**src/rtl/mem_access_stage_pkg.sv**
```systemverilog
// mem_pkg: shared definitions for the memory-access stage.
//   - access size encodings (SZ_BYTE / SZ_HALF / SZ_WORD; 2'b11 behaves as word)
//   - FSM state type for the request/grant/response handshake
//   - be_for():     byte enables for a given size and byte offset
//   - misaligned(): alignment fault detection for a given size and byte offset
package mem_pkg;

    localparam logic [1:0] SZ_BYTE = 2'b00;
    localparam logic [1:0] SZ_HALF = 2'b01;
    localparam logic [1:0] SZ_WORD = 2'b10;

    typedef enum logic [1:0] {
        ST_IDLE = 2'b00,
        ST_REQ  = 2'b01,
        ST_RESP = 2'b10
    } state_t;

    // Little-endian lane selection; the reserved size code falls into the word case.
    function automatic logic [3:0] be_for(input logic [1:0] size, input logic [1:0] addr);
        case (size)
            SZ_BYTE: be_for = 4'b0001 << addr;
            SZ_HALF: be_for = 4'b0011 << {addr[1], 1'b0};
            default: be_for = 4'b1111;
        endcase
    endfunction

    function automatic logic misaligned(input logic [1:0] size, input logic [1:0] addr);
        case (size)
            SZ_BYTE: misaligned = 1'b0;
            SZ_HALF: misaligned = addr[0];
            default: misaligned = |addr;
        endcase
    endfunction

endpackage

```
**src/rtl/mem_access_stage_load_align.sv**
```systemverilog
// load_align: combinational load data extraction.
//   rdata    in  32 : raw word returned by data memory
//   addr     in  2  : byte offset of the access within the word
//   size     in  2  : access size (byte / half / word)
//   zero_ext in  1  : 1 = zero-extend, 0 = sign-extend
//   data     out 32 : extended load result
module load_align
    import mem_pkg::*;
(
    input  logic [31:0] rdata,
    input  logic [1:0]  addr,
    input  logic [1:0]  size,
    input  logic        zero_ext,
    output logic [31:0] data
);

    logic [31:0] shifted;

    // Move the addressed byte/half down to bit 0 before extending.
    assign shifted = rdata >> {addr, 3'b000};

    always_comb begin
        data = shifted;
        case (size)
            SZ_BYTE: data = zero_ext ? {24'h0, shifted[7:0]}
                                     : {{24{shifted[7]}}, shifted[7:0]};
            SZ_HALF: data = zero_ext ? {16'h0, shifted[15:0]}
                                     : {{16{shifted[15]}}, shifted[15:0]};
            default: data = shifted;
        endcase
    end

endmodule

```
**src/rtl/mem_access_stage.sv**
```systemverilog
// mem_access_stage: memory-access pipeline stage after the execute ALU.
//   ex_*   : instruction from execute (valid/ready handshake, ALU result,
//            store data, load/store flags, size, unsigned, rd, reg_write)
//   dmem_* : request/grant/response interface to data memory; request
//            fields are registered and held stable until dmem_gnt
//   wb_*   : registered write-back record, one wb_valid pulse per instruction
//   mem_exc: pulses with wb_valid when the access faulted (misaligned or
//            read+write both set); no memory request is issued in that case
// ex_ready depends on the FSM state only, so there is no combinational path
// from the dmem_* inputs back to execute.
module mem_access_stage
    import mem_pkg::*;
#(
    parameter int ADDR_W = 32
) (
    input  logic              clk,
    input  logic              rst_n,
    input  logic              ex_valid,
    output logic              ex_ready,
    input  logic [31:0]       ex_alu_result,
    input  logic [31:0]       ex_store_data,
    input  logic              ex_mem_read,
    input  logic              ex_mem_write,
    input  logic [1:0]        ex_size,
    input  logic              ex_unsigned,
    input  logic [4:0]        ex_rd,
    input  logic              ex_reg_write,
    output logic              dmem_req,
    output logic              dmem_we,
    output logic [ADDR_W-1:0] dmem_addr,
    output logic [31:0]       dmem_wdata,
    output logic [3:0]        dmem_be,
    input  logic              dmem_gnt,
    input  logic              dmem_rvalid,
    input  logic [31:0]       dmem_rdata,
    output logic              wb_valid,
    output logic [31:0]       wb_data,
    output logic [4:0]        wb_rd,
    output logic              wb_reg_write,
    output logic              mem_exc
);

    state_t      state_reg, state_next;

    logic        accept;
    logic        is_mem;
    logic        fault;
    logic [31:0] wdata_next;
    logic [31:0] load_data;

    // Access context latched at accept, used for the response and write-back.
    logic [1:0]  off_reg;
    logic [1:0]  size_reg;
    logic        uns_reg;
    logic        load_reg;
    logic [4:0]  rd_reg;
    logic        regw_reg;

    assign ex_ready = (state_reg == ST_IDLE);
    assign accept   = ex_valid & ex_ready;
    assign is_mem   = ex_mem_read | ex_mem_write;
    assign fault    = is_mem & ((ex_mem_read & ex_mem_write) |
                                misaligned(ex_size, ex_alu_result[1:0]));

    // Store data lane replication: each byte lane picks its source byte.
    genvar gi;
    generate
        for (gi = 0; gi < 4; gi++) begin : g_lane
            assign wdata_next[8*gi +: 8] =
                (ex_size == SZ_BYTE) ? ex_store_data[7:0] :
                (ex_size == SZ_HALF) ? ex_store_data[8*(gi%2) +: 8] :
                                       ex_store_data[8*gi +: 8];
        end
    endgenerate

    load_align u_load_align (
        .rdata    (dmem_rdata),
        .addr     (off_reg),
        .size     (size_reg),
        .zero_ext (uns_reg),
        .data     (load_data)
    );

    always_ff @(posedge clk or negedge rst_n) begin
        if (!rst_n) begin
            state_reg <= ST_IDLE;
        end else begin
            state_reg <= state_next;
        end
    end

    always_comb begin
        state_next = state_reg;
        case (state_reg)
            ST_IDLE: if (accept && is_mem && !fault) state_next = ST_REQ;
            ST_REQ:  if (dmem_gnt) state_next = load_reg ? ST_RESP : ST_IDLE;
            ST_RESP: if (dmem_rvalid) state_next = ST_IDLE;
            default: state_next = ST_IDLE;
        endcase
    end

    always_ff @(posedge clk or negedge rst_n) begin
        if (!rst_n) begin
            dmem_req     <= 1'b0;
            dmem_we      <= 1'b0;
            dmem_addr    <= '0;
            dmem_wdata   <= '0;
            dmem_be      <= '0;
            wb_valid     <= 1'b0;
            wb_data      <= '0;
            wb_rd        <= '0;
            wb_reg_write <= 1'b0;
            mem_exc      <= 1'b0;
            off_reg      <= '0;
            size_reg     <= '0;
            uns_reg      <= 1'b0;
            load_reg     <= 1'b0;
            rd_reg       <= '0;
            regw_reg     <= 1'b0;
        end else begin
            // Write-back strobes are single-cycle pulses.
            wb_valid     <= 1'b0;
            wb_reg_write <= 1'b0;
            mem_exc      <= 1'b0;
            case (state_reg)
                ST_IDLE: begin
                    if (accept) begin
                        if (!is_mem) begin
                            wb_valid     <= 1'b1;
                            wb_data      <= ex_alu_result;
                            wb_rd        <= ex_rd;
                            wb_reg_write <= ex_reg_write;
                        end else if (fault) begin
                            // Report the faulting address as the write-back value.
                            wb_valid <= 1'b1;
                            mem_exc  <= 1'b1;
                            wb_data  <= ex_alu_result;
                            wb_rd    <= ex_rd;
                        end else begin
                            dmem_req   <= 1'b1;
                            dmem_we    <= ex_mem_write;
                            dmem_addr  <= {ex_alu_result[ADDR_W-1:2], 2'b00};
                            dmem_wdata <= wdata_next;
                            dmem_be    <= be_for(ex_size, ex_alu_result[1:0]);
                            off_reg    <= ex_alu_result[1:0];
                            size_reg   <= ex_size;
                            uns_reg    <= ex_unsigned;
                            load_reg   <= ex_mem_read;
                            rd_reg     <= ex_rd;
                            regw_reg   <= ex_reg_write;
                        end
                    end
                end
                ST_REQ: begin
                    if (dmem_gnt) begin
                        dmem_req <= 1'b0;
                        dmem_we  <= 1'b0;
                        dmem_be  <= '0;
                        if (!load_reg) begin
                            wb_valid <= 1'b1;
                            wb_rd    <= rd_reg;
                        end
                    end
                end
                ST_RESP: begin
                    // rvalid is only sampled here; an rvalid alongside gnt is dropped.
                    if (dmem_rvalid) begin
                        wb_valid     <= 1'b1;
                        wb_data      <= load_data;
                        wb_rd        <= rd_reg;
                        wb_reg_write <= regw_reg;
                    end
                end
                default: ;
            endcase
        end
    end

endmodule

```
**config.mk**
```make
export PLATFORM = sky130hd
export DESIGN_NAME = mem_access_stage
export DESIGN_NICKNAME = d
export VERILOG_FILES = /design/src/rtl/mem_access_stage_pkg.sv /design/src/rtl/mem_access_stage_load_align.sv /design/src/rtl/mem_access_stage.sv
export SDC_FILE = /design/constraint.sdc
export NUM_CORES = 1
export LEC_CHECK = 0
export BUFFER_PORTS_ARGS = -buffer_cell sky130_fd_sc_hd__buf_2
export CELL_PAD_IN_SITES_DETAIL_PLACEMENT = 0
export CELL_PAD_IN_SITES_GLOBAL_PLACEMENT = 1
export CORE_ASPECT_RATIO = 1.4
export CORE_MARGIN = 2
export CORE_UTILIZATION = 43
export CTS_CLUSTER_DIAMETER = 120
export DETAILED_ROUTE_END_ITERATION = 10
export PLACE_DENSITY = 0.86
export SYNTH_ARGS = -nofsm -noshare
export SYNTH_HDL_FRONTEND = slang
export SYNTH_HIERARCHICAL = 1
export SYNTH_SLANG_ARGS = --single-unit
```
**constraint.sdc**
```tcl
create_clock -name clk -period 3.6 [get_ports clk]
set_input_delay 0 -clock clk [delete_from_list [all_inputs] [get_ports clk]]
set_output_delay 0 -clock clk [all_outputs]
set_load 0.02 [all_outputs]
```
==> results of run 1 <==
==> synth_stat cells, types with 2 or more instances <==
cell type	count
a211oi_1	7
a21oi_1	35
a31oi_1	3
buf_1	2
buf_2	10
buf_4	6
buf_6	10
buf_8	3
clkbuf_1	8
dfrtp_1	122
ha_1	4
inv_1	5
mux2_2	93
mux2_4	32
mux2i_1	44
nand2_1	33
nand2b_1	4
nand3_1	3
nor2_1	13
nor2b_1	11
nor3_1	2
o21ai_0	24
o21ai_1	5
o21bai_1	3
o22ai_1	8
o2bb2ai_1	11
or2_2	10
==> through the flow <==
stage / cell area [sq um] / total power [mW] / hold slack [ns] / utilization (%) / std cells
floorplan: 6560 / 5.51 / -0.296 / - / 532
global placement: 7680 / 6.46 / 0.127 / 51.3 / 914
detailed placement: 7680 / 6.61 / 0.145 / 51.3 / 914
CTS: 9140 / 8.55 / 0.0502 / 61.0 / 1028
global route: 9140 / 9.00 / 0.134 / 61.0 / 1028
finish: 9140 / 8.53 / 0.0782 / 61.0 / 1028
==> path summary, 6_finish.rpt <==
kind                            cells past startpoint  slack, ns             end      startpoint
worst max-delay path                                6       0.94    dmem_addr[3]    state_reg[1]
worst min-delay path                                3       0.08  dmem_wdata[16]      ex_size[1]
worst max register to register                      6       0.94    dmem_addr[3]    state_reg[1]
worst min register to register                      2       0.47  dmem_wdata[10]  dmem_wdata[10]
max in group asynchronous                           3       2.42   dmem_addr[22]           rst_n
min in group asynchronous                           2       0.23     wb_data[28]           rst_n
==> power breakdown <==
group	switching (mW)	total [mW]	internal (mW)
clock network	0.651	1.84	1.18
logic	2.24	4.16	1.92
registers	0.469	2.53	2.06
==> layer usage <==
metal	vias to the layer above	global-route usage, %	wire [microns]
li1	2505	-	-
met5	-	0	0
met3	31	5.58	1210
met1	2593	26.0	7380
met4	0	8.91	441
met2	225	41.8	9580
==> worst max-delay path, stage by stage, from the launching register on <==
cell and delay (ns):
dfrtp_1 0.40, inv_1 0.12, ha_1 0.49, o211ai_1 0.21, nand4b_4 0.48, buf_4 0.46
mux2_2 0.35
==> repair_timing <==
| item | 4_1_cts | 5_1_grt |
|---|---|---|
| gates resized for setup | 0 | 0 |
| hold buffers | 82 | 0 |
| hold endpoints to repair | 165 | 0 |
==> cells by family after synthesis <==
group,share of synthesized area (%)
other cells,0.0572
simple gates,6.55
fa+ha+maj,0.764
flops,46.6
xor+xnor,0.267
buf+inv,4.71
mux,30.0
compound gates,11.1
==> area by class of cell <==
cell class / instances / area [sq um]
clock buffers: 19 / 443
clock inverters: 13 / 191
fillers: 1226 / 5850
inverters: 5 / 18.8
multi-input cells: 366 / 3200
flip-flops and latches: 122 / 3050
well taps: 192 / 240
repair buffers: 311 / 1990
==> impl_metrics.tcl, run 1 <==
set metrics [dict create \
    layout.cells.most_common "buf_2" \
    synth_cell_type_count 47 \
    critical_path_class "flip-flop to flip-flop" \
    ys_seq_area_share_pct 46.6 \
    portBuffers 220 \
    required_ns 3.88 \
    rows 53 \
    p_leak_nw 4.37 \
    drt_wl_total_mm 18.6 \
    setup_ws_ns 0.938 \
    dieArea_sq_mm 0.0163 \
    antenna_left 0 \
    grt_start_max_net_pins 62 \
    grt_pass1_wl_mm 28.9 \
    worstPathMaxFanout 60 \
    overflow 0 \
    synth_seq_cells 122 \
    via_count 5354 \
    start_util_pct 43.7 \
    cts_tree "yes" \
    cts_made_buffers 17 \
    clk_latency_ns 0.41 \
    syn_area_per_cell_sq_um 12.3 \
    core_sq_mm 0.0150 \
    pin_count 223 \
    synth_area_sq_mm 0.00656 \
    die_w_microns 108 \
    nets 939 \
    post_cts.repair.setup_buffers 0 \
    drt_pass1_iterations 4 \
    cp-start-kind "flip-flop" \
    drive_gt1_share_pct 48.7 \
    arrival_ns 2.95 \
    dp_slack_ns 0.944 \
    yosysTopAreaCell "dfrtp_1" \
    setup_tns_ns 0 \
    drv_slew 0 \
    largest_registers "dmem_wdata (32), wb_data (32), dmem_addr (30)" \
    htree_levels 4 \
    mostFrequentLayoutCells "buf_2 (219), dfrtp_1 (122), mux2_2 (93)" \
    synth_cells 531 \
    wire_per_inst_microns 18.1 \
    synth_edf_count 0 \
    clock.fmax_mhz 376 \
    cp-end-kind "flip-flop" \
    fin_skew_ns 0.00929 \
    die_h_microns 150 \
    fin_crit_sh_pct 74.0 \
    hold_viol 0 \
    synth.top_cell.area_share_pct 46.6 \
    power_density_mw_per_mm2 933 \
    n_antenna_cell 0 \
    worstMarginPinSlew_ns 0.950 \
    drt_iter0_drc 163 \
    cts.sinks 122 \
    grt_setup_unrepaired "false" \
    global_route.usage.total_pct 23.1 \
    synthFlopType "dfrtp_1" \
    root_buffer "clkbuf_16" \
    globalplace.congestion 0.933 \
    grt_pass1_vias 5683 \
    area_delta_synth_final_pct 39.4 \
    slew_headroom_pct 36.7 \
    clk_pin_slew_worst_paths_ns 0.06 \
    grt_antenna_before_repair 0 \
    timing.final.crit_period_ns 2.66 \
    outcome "finished, final reports clean" \
    ir_worst_vdd_uv 494 \
    min_path_type "input port to flip-flop" \
    yosys_warnings 6 \
    dp_hpwl_mm 12.9 \
    vias_per_cell 5.21 \
    maxCapViolCount 0 \
    finalSetupViolCount 0 \
    drc 0 \
    ys_top_cells_by_area "dfrtp_1 (47%), mux2_2 (16%), mux2_4 (7.3%), mux2i_1 (6.7%), a21oi_1 (2.7%)" \
    ctsLongestPathBuffers 2 \
    async_flop_share_pct 100 \
]
No activity file was read; power rests on OpenSTA's default activity.
==> run 2, diff against run 1 <==
Settings changed: ABC_AREA set to 1, CORE_UTILIZATION 43 to 33, PLACE_DENSITY 0.86 to 0.76.
Clock period 3.6 ns to 2.3 ns, I/O delays scaled along.
==> run 2 against run 1 <==
Synthesized cell count grew 64%. Die area grew 34%. First-iteration DRC count grew 150%. Global-route usage shrank 2.7 points. Clock power grew 53%. Sequential share of layout area shrank 0.61 points. Largest power group unchanged.
==> impl_metrics.tcl, run 2 <==
set metrics [dict create \
    outcome "finished, final reports clean" \
    portBuffers 220 \
    die_w_microns 125 \
    dieArea_sq_mm 0.0217 \
    rrSetupSlack_ns 0.28 \
    synth_area_sq_mm 0.00679 \
    cts_made_buffers 17 \
    worstPathMaxFanout 32 \
    timing.final.crit_period_ns 2.02 \
    worstMarginPinSlew_ns 0.694 \
    setup_tns_ns 0 \
    cp_cell_sequence "inv_1 > ha_1 > nand2_1 > nand2_1 > nand2_1 > inv_2 > nand3_2 > buf_4 > nand2_1 > nand2_1" \
    rr_endpoint "wb_data[6]" \
    crit_family "simple AND/OR/NAND/NOR gates" \
    p_leak_nw 4.98 \
    drive_gt1_share_pct 28.9 \
    clock.fmax_mhz 495 \
    start_util_pct 33.4 \
    yosys_warnings 6 \
    area_delta_synth_final_pct 37.2 \
    crit_path_end "wb_data[6]" \
    cp-start-kind "flip-flop" \
    clk_latency_ns 0.42 \
    globalplace.congestion 0.801 \
    grt_pass1_vias 6652 \
    synthFlopType "dfrtp_1" \
    dp_slack_ns 0.166 \
    multiInputGateArea_sq_mm 0.00303 \
    rows 62 \
    grt_start_max_net_pins 68 \
    crit_buf_inv 3 \
    antenna_left 0 \
    drv_slew 0 \
    synth_common_cells "nand2_1 (305), dfrtp_1 (122), o21ai_0 (78)" \
    drt_pass1_iterations 5 \
    ys_top_cells_by_area "dfrtp_1 (45%), nand2_1 (17%), o21ai_0 (5.8%), o21ai_2 (3.9%), inv_1 (3.7%)" \
    hold_viol 0 \
    synth_cells 871 \
    global_route.usage.total_pct 20.4 \
    overflow 0 \
    cts.sinks 122 \
    min_path_type "input port to flip-flop" \
    r2r_cells 10 \
    nets 1255 \
    grt.met1_usage_pct 24.6 \
    grt_busiest_layer "met2" \
    gr-usage-met2_pct 35.8 \
    core_sq_mm 0.0203 \
    fillers 2112 \
    die_h_microns 174 \
    fin_skew_ns 0.00987 \
    arrival_ns 2.32 \
    mostFrequentLayoutCells "nand2_1 (305), buf_2 (219), dfrtp_1 (122)" \
    cp.depth 10 \
    syn_area_per_cell_sq_um 7.79 \
    ir_worst_vdd_uv 522 \
    required_ns 2.60 \
    synth_seq_cells 122 \
    async_flop_share_pct 100 \
    via_count 6749 \
    grt_pass1_wl_mm 35.4 \
    critical_path_class "flip-flop to flip-flop" \
    synth_edf_count 0 \
    r2r-start "state_reg[1]" \
    root_buffer "clkbuf_16" \
    largest_registers "dmem_wdata (32), wb_data (32), dmem_addr (30)" \
    startpoint "state_reg[1]" \
    cp-end-kind "flip-flop" \
    cts_tree "yes" \
    setup_ws_ns 0.281 \
    drc 0 \
    ctsLongestPathBuffers 2 \
    clk_pin_slew_worst_paths_ns 0.06 \
    yosysTopAreaCell "dfrtp_1" \
    gr-usage-met3_pct 4.20 \
    slowest_delay_ns 0.41 \
    drt_iter0_drc 406 \
    post_cts.repair.setup_buffers 0 \
    regArea_sq_mm 0.00305 \
    dp_hpwl_mm 15.7 \
    slew_headroom_pct 53.6 \
    crit_top_cell "nand2_1" \
    layout.cells.most_common "nand2_1" \
    ys_seq_area_share_pct 45.0 \
    worst_hold_slack_ns 0.0677 \
    synth.top_cell.area_share_pct 45.0 \
    hp-start "ex_size[0]" \
    grt_setup_unrepaired "false" \
    synth_most_common_cell "nand2_1" \
    finalSetupViolCount 0 \
    htree_levels 4 \
    cp_slowest_cell "dfrtp_1" \
    fin_util_pct 45.8 \
    maxCapViolCount 0 \
    synth_cell_type_count 33 \
    drt_wl_total_mm 22.0 \
    pin_count 223 \
    fin_crit_sh_pct 87.8 \
    power_density_mw_per_mm2 1420 \
    vias_per_cell 4.79 \
    wire_per_inst_microns 15.6 \
    grt_antenna_before_repair 2 \
]
[run 2: power breakdown]
group,switching [mW],internal (mW)
registers,0.555,3.18
clock network,1.08,1.74
logic,4.50,2.18
total,6.14,7.09
[run 2: worst reg2reg max path: stages, from the launching register on]
cell and delay, ns:
dfrtp_1 0.41, inv_1 0.09, ha_1 0.27, nand2_1 0.17
nand2_1 0.25, nand2_1 0.11, inv_2 0.10, nand3_2 0.08
buf_4 0.25, nand2_1 0.13, nand2_1 0.05
[run 2: worst min path at each step]
stage / to / slack, ns / cells after the start
finish: dmem_wdata[24] / 0.07 / 3
global route: dmem_wdata[24] / 0.09 / 3
CTS: size_reg[0] / 0.05 / 3
detailed placement: dmem_addr[22] / -0.02 / 1
global placement: dmem_addr[19] / -0.01 / 1
floorplan: dmem_addr[10] / -0.30 / 0
[run 2: cell type report]
type / instances / share of cell area (%)
antenna: 2 / 0.0538
clock buffer: 18 / 4.61
clock inverter: 14 / 2.02
inverter: 71 / 2.89
multi-input combinational: 616 / 32.6
sequential: 122 / 32.8
tap: 256 / 3.44
timing repair buffer: 311 / 21.6
[run 2: through the flow]
step           instance area, sq um  power, mW  cells
3_5_place_dp                   7910       10.4   1299
6_report                       9310       13.2   1410
5_1_grt                        9310       14.3   1410
3_3_place_gp                   7910       10.3   1299
2_1_floorplan                  6790       8.45    872
4_1_cts                        9300       13.4   1408
[run 2: logic make-up (layout without fill, tap and decap cells)]
family / Yosys count / count (layout) / share of synthesized area, %
compound gates: 171 / 171 / 14.9
fa+ha+maj: 4 / 4 / 0.738
buf+inv: 134 / 414 / 10.4
flops: 122 / 122 / 45.0
other cells: 1 / 4 / 0.0553
simple gates: 439 / 439 / 28.9
[run 2: repair_timing]
| item | 4_1_cts | 5_1_grt |
|---|---|---|
| endpoints found under the hold margin | 180 | 0 |
| gates resized for setup | 0 | 1 |
| endpoints found under the setup margin | 0 | 7 |
| hold buffers | 77 | 0 |
[run 2: metal layers]
| layer | vias up | part of all wire [%] |
|---|---|---|
| met1 | 3144 | 41 |
| met3 | 33 | 4.7 |
| met2 | 198 | 52 |
| met4 | 0 | 2.2 |
| li1 | 3374 | - |
| met5 | - | 0 |
==> run 3, diff against run 2 <==
Settings changed: CORE_ASPECT_RATIO 1.4 to 0.6.
==> run 3 against run 2 <==
Die area is essentially flat. Global-route usage grew 0.96 points. Cell count grew 1.3%. Critical path depth shrank 1. Core utilization grew 0.66 points. Clock skew shrank 0.0029 ns. Sequential power grew 1%. Sequential cell count is the same. Critical path type unchanged. Power shrank 0.42%. Setup slack lost 0.046 ns.
==> impl_metrics.tcl, run 3 (synthesis results as in run 2) <==
set metrics [dict create \
    grt_start_max_net_pins 67 \
    switching_share_pct 46.5 \
    vias_per_cell 4.74 \
    clk_pin_slew_worst_paths_ns 0.06 \
    drv_slew 0 \
    p_clk_share_pct 20.0 \
    root_buffer "clkbuf_16" \
    pin_count 223 \
    start_util_pct 33.8 \
    seqPwrFrac_pct 28.6 \
    timing.final.crit_period_ns 2.06 \
    fin_crit_sh_pct 89.8 \
    crit_family "simple AND/OR/NAND/NOR gates" \
    crit_buf_inv 3 \
    dp_hpwl_mm 15.8 \
    die_w_microns 189 \
    p_leak_nw 4.99 \
    drive_gt1_share_pct 28.7 \
    antenna_left 0 \
    cp_slowest_cell "dfrtp_1" \
    crit_top_cell "nand2_1" \
    p_sw_mw 6.13 \
    grt_pass1_vias 6414 \
    worst_hold_slack_ns 0.0430 \
    fin_skew_ns 0.00698 \
    overflow 0 \
    finalSetupViolCount 0 \
    place_inst 1319 \
    globalplace.congestion 0.847 \
    drt_iter0_drc 480 \
    via_count 6773 \
    intPower_mw 7.05 \
    ir_worst_vdd_uv 781 \
    ctsLongestPathBuffers 2 \
    rows 40 \
    post_cts.repair.setup_buffers 0 \
    slowest_delay_ns 0.42 \
    global_route.usage.total_pct 21.4 \
    cp_cell_sequence "inv_1 > ha_1 > nand2_1 > nand2_1 > nand2_1 > inv_2 > buf_4 > nand4_1 > nand2_1" \
    drt_wl_total_mm 22.8 \
    core_sq_mm 0.0201 \
    portBuffers 220 \
    cts_made_buffers 17 \
    clock.fmax_mhz 484 \
    arrival_ns 2.42 \
    required_ns 2.66 \
    cp-start-kind "flip-flop" \
    drc 0 \
    grt_pass1_wl_mm 35.8 \
    min_path_type "input port to async pin" \
    htree_levels 4 \
    outcome "finished, final reports clean" \
    power_density_mw_per_mm2 1410 \
    setup_tns_ns 0 \
    wire_per_inst_microns 15.9 \
    grt_setup_unrepaired "false" \
    mostFrequentLayoutCells "nand2_1 (305), buf_2 (219), dfrtp_1 (122)" \
    dieArea_sq_mm 0.0218 \
    cts.sinks 122 \
    fillers 2050 \
    worstPathMaxFanout 32 \
    multiInputGateArea_sq_mm 0.00303 \
    area_delta_synth_final_pct 37.4 \
    maxCapViolCount 0 \
    nets 1259 \
    fin_util_pct 46.5 \
    combPwrFrac_pct 51.3 \
    slew_headroom_pct 52.2 \
    worstMarginPinSlew_ns 0.716 \
    die_h_microns 115 \
    regArea_sq_mm 0.00305 \
    drt_pass1_iterations 5 \
    hold_viol 0 \
    cp-end-kind "flip-flop" \
    fin_cells 1429 \
    critical_path_class "flip-flop to flip-flop" \
    largest_registers "dmem_wdata (32), wb_data (32), dmem_addr (30)" \
    clk_latency_ns 0.42 \
    finalPower_mw 13.2 \
    layout.cells.most_common "nand2_1" \
    cts_tree "yes" \
    grt_antenna_before_repair 2 \
]
## run 3: worst paths after layout
check,from,endpoint,slack (ns),cells past startpoint
worst min-delay path,rst_n,dmem_addr[20],0.04,2
worst max-delay path,state_reg[1],wb_data[14],0.24,9
max in group asynchronous,rst_n,dmem_wdata[10],1.45,3
worst min register to register,wb_data[19],wb_data[19],0.46,2
min in group clk,ex_size[0],dmem_wdata[30],0.07,3
worst max register to register,state_reg[1],wb_data[14],0.24,9
## run 3: metrics by stage
step                setup slack [ns]  cell area (sq um)
finish                         0.235               9320
global route                  0.0515               9320
CTS                            0.244               9320
detailed placement             0.279               7970
global placement               0.260               7970
floorplan                      0.504               6790
## run 3: what timing repair did
action | 4_1_cts | 5_1_grt
gates resized for setup | 0 | 0
hold buffers | 78 | 0
endpoints found under the hold margin | 210 | 0
## run 3: layout make-up
class | count | share of cell area (%)
inverters | 71 | 2.89
multi-input cells | 616 | 32.5
clock inverters | 7 | 0.980
repair buffers | 315 | 22.0
clock buffers | 24 | 5.17
well taps | 273 | 3.66
flip-flops and latches | 122 | 32.7
diodes | 1 | 0.0268
## run 3: power by group through the flow
stage / registers (mW) / clock network [mW] / logic, mW
after CTS: 3.77 / 2.71 / 6.80
after global placement: 3.79 / 0 / 6.60
after global routing: 3.90 / 2.82 / 7.54
final: 3.77 / 2.64 / 6.76
after floorplan: 4.82 / 0 / 3.64
after detailed placement: 3.78 / 0 / 6.67
## run 3: worst register-to-register path: stages (launching register included)
cell and delay, ns:
dfrtp_1 0.42, inv_1 0.09, ha_1 0.26, nand2_1 0.14, nand2_1 0.22, nand2_1 0.11, inv_2 0.07, buf_4 0.37
nand4_1 0.21, nand2_1 0.11
## run 3: per-layer routing
layer	vias to the layer above	wire length [microns]	global-route usage (%)	share of wire, %
li1	3388	-	-	-
met1	3157	12000	33.5	53
met2	211	8990	28.4	39
met3	15	1520	5.65	6.7
met4	2	222	5.36	0.97
met5	-	13	0	0.057
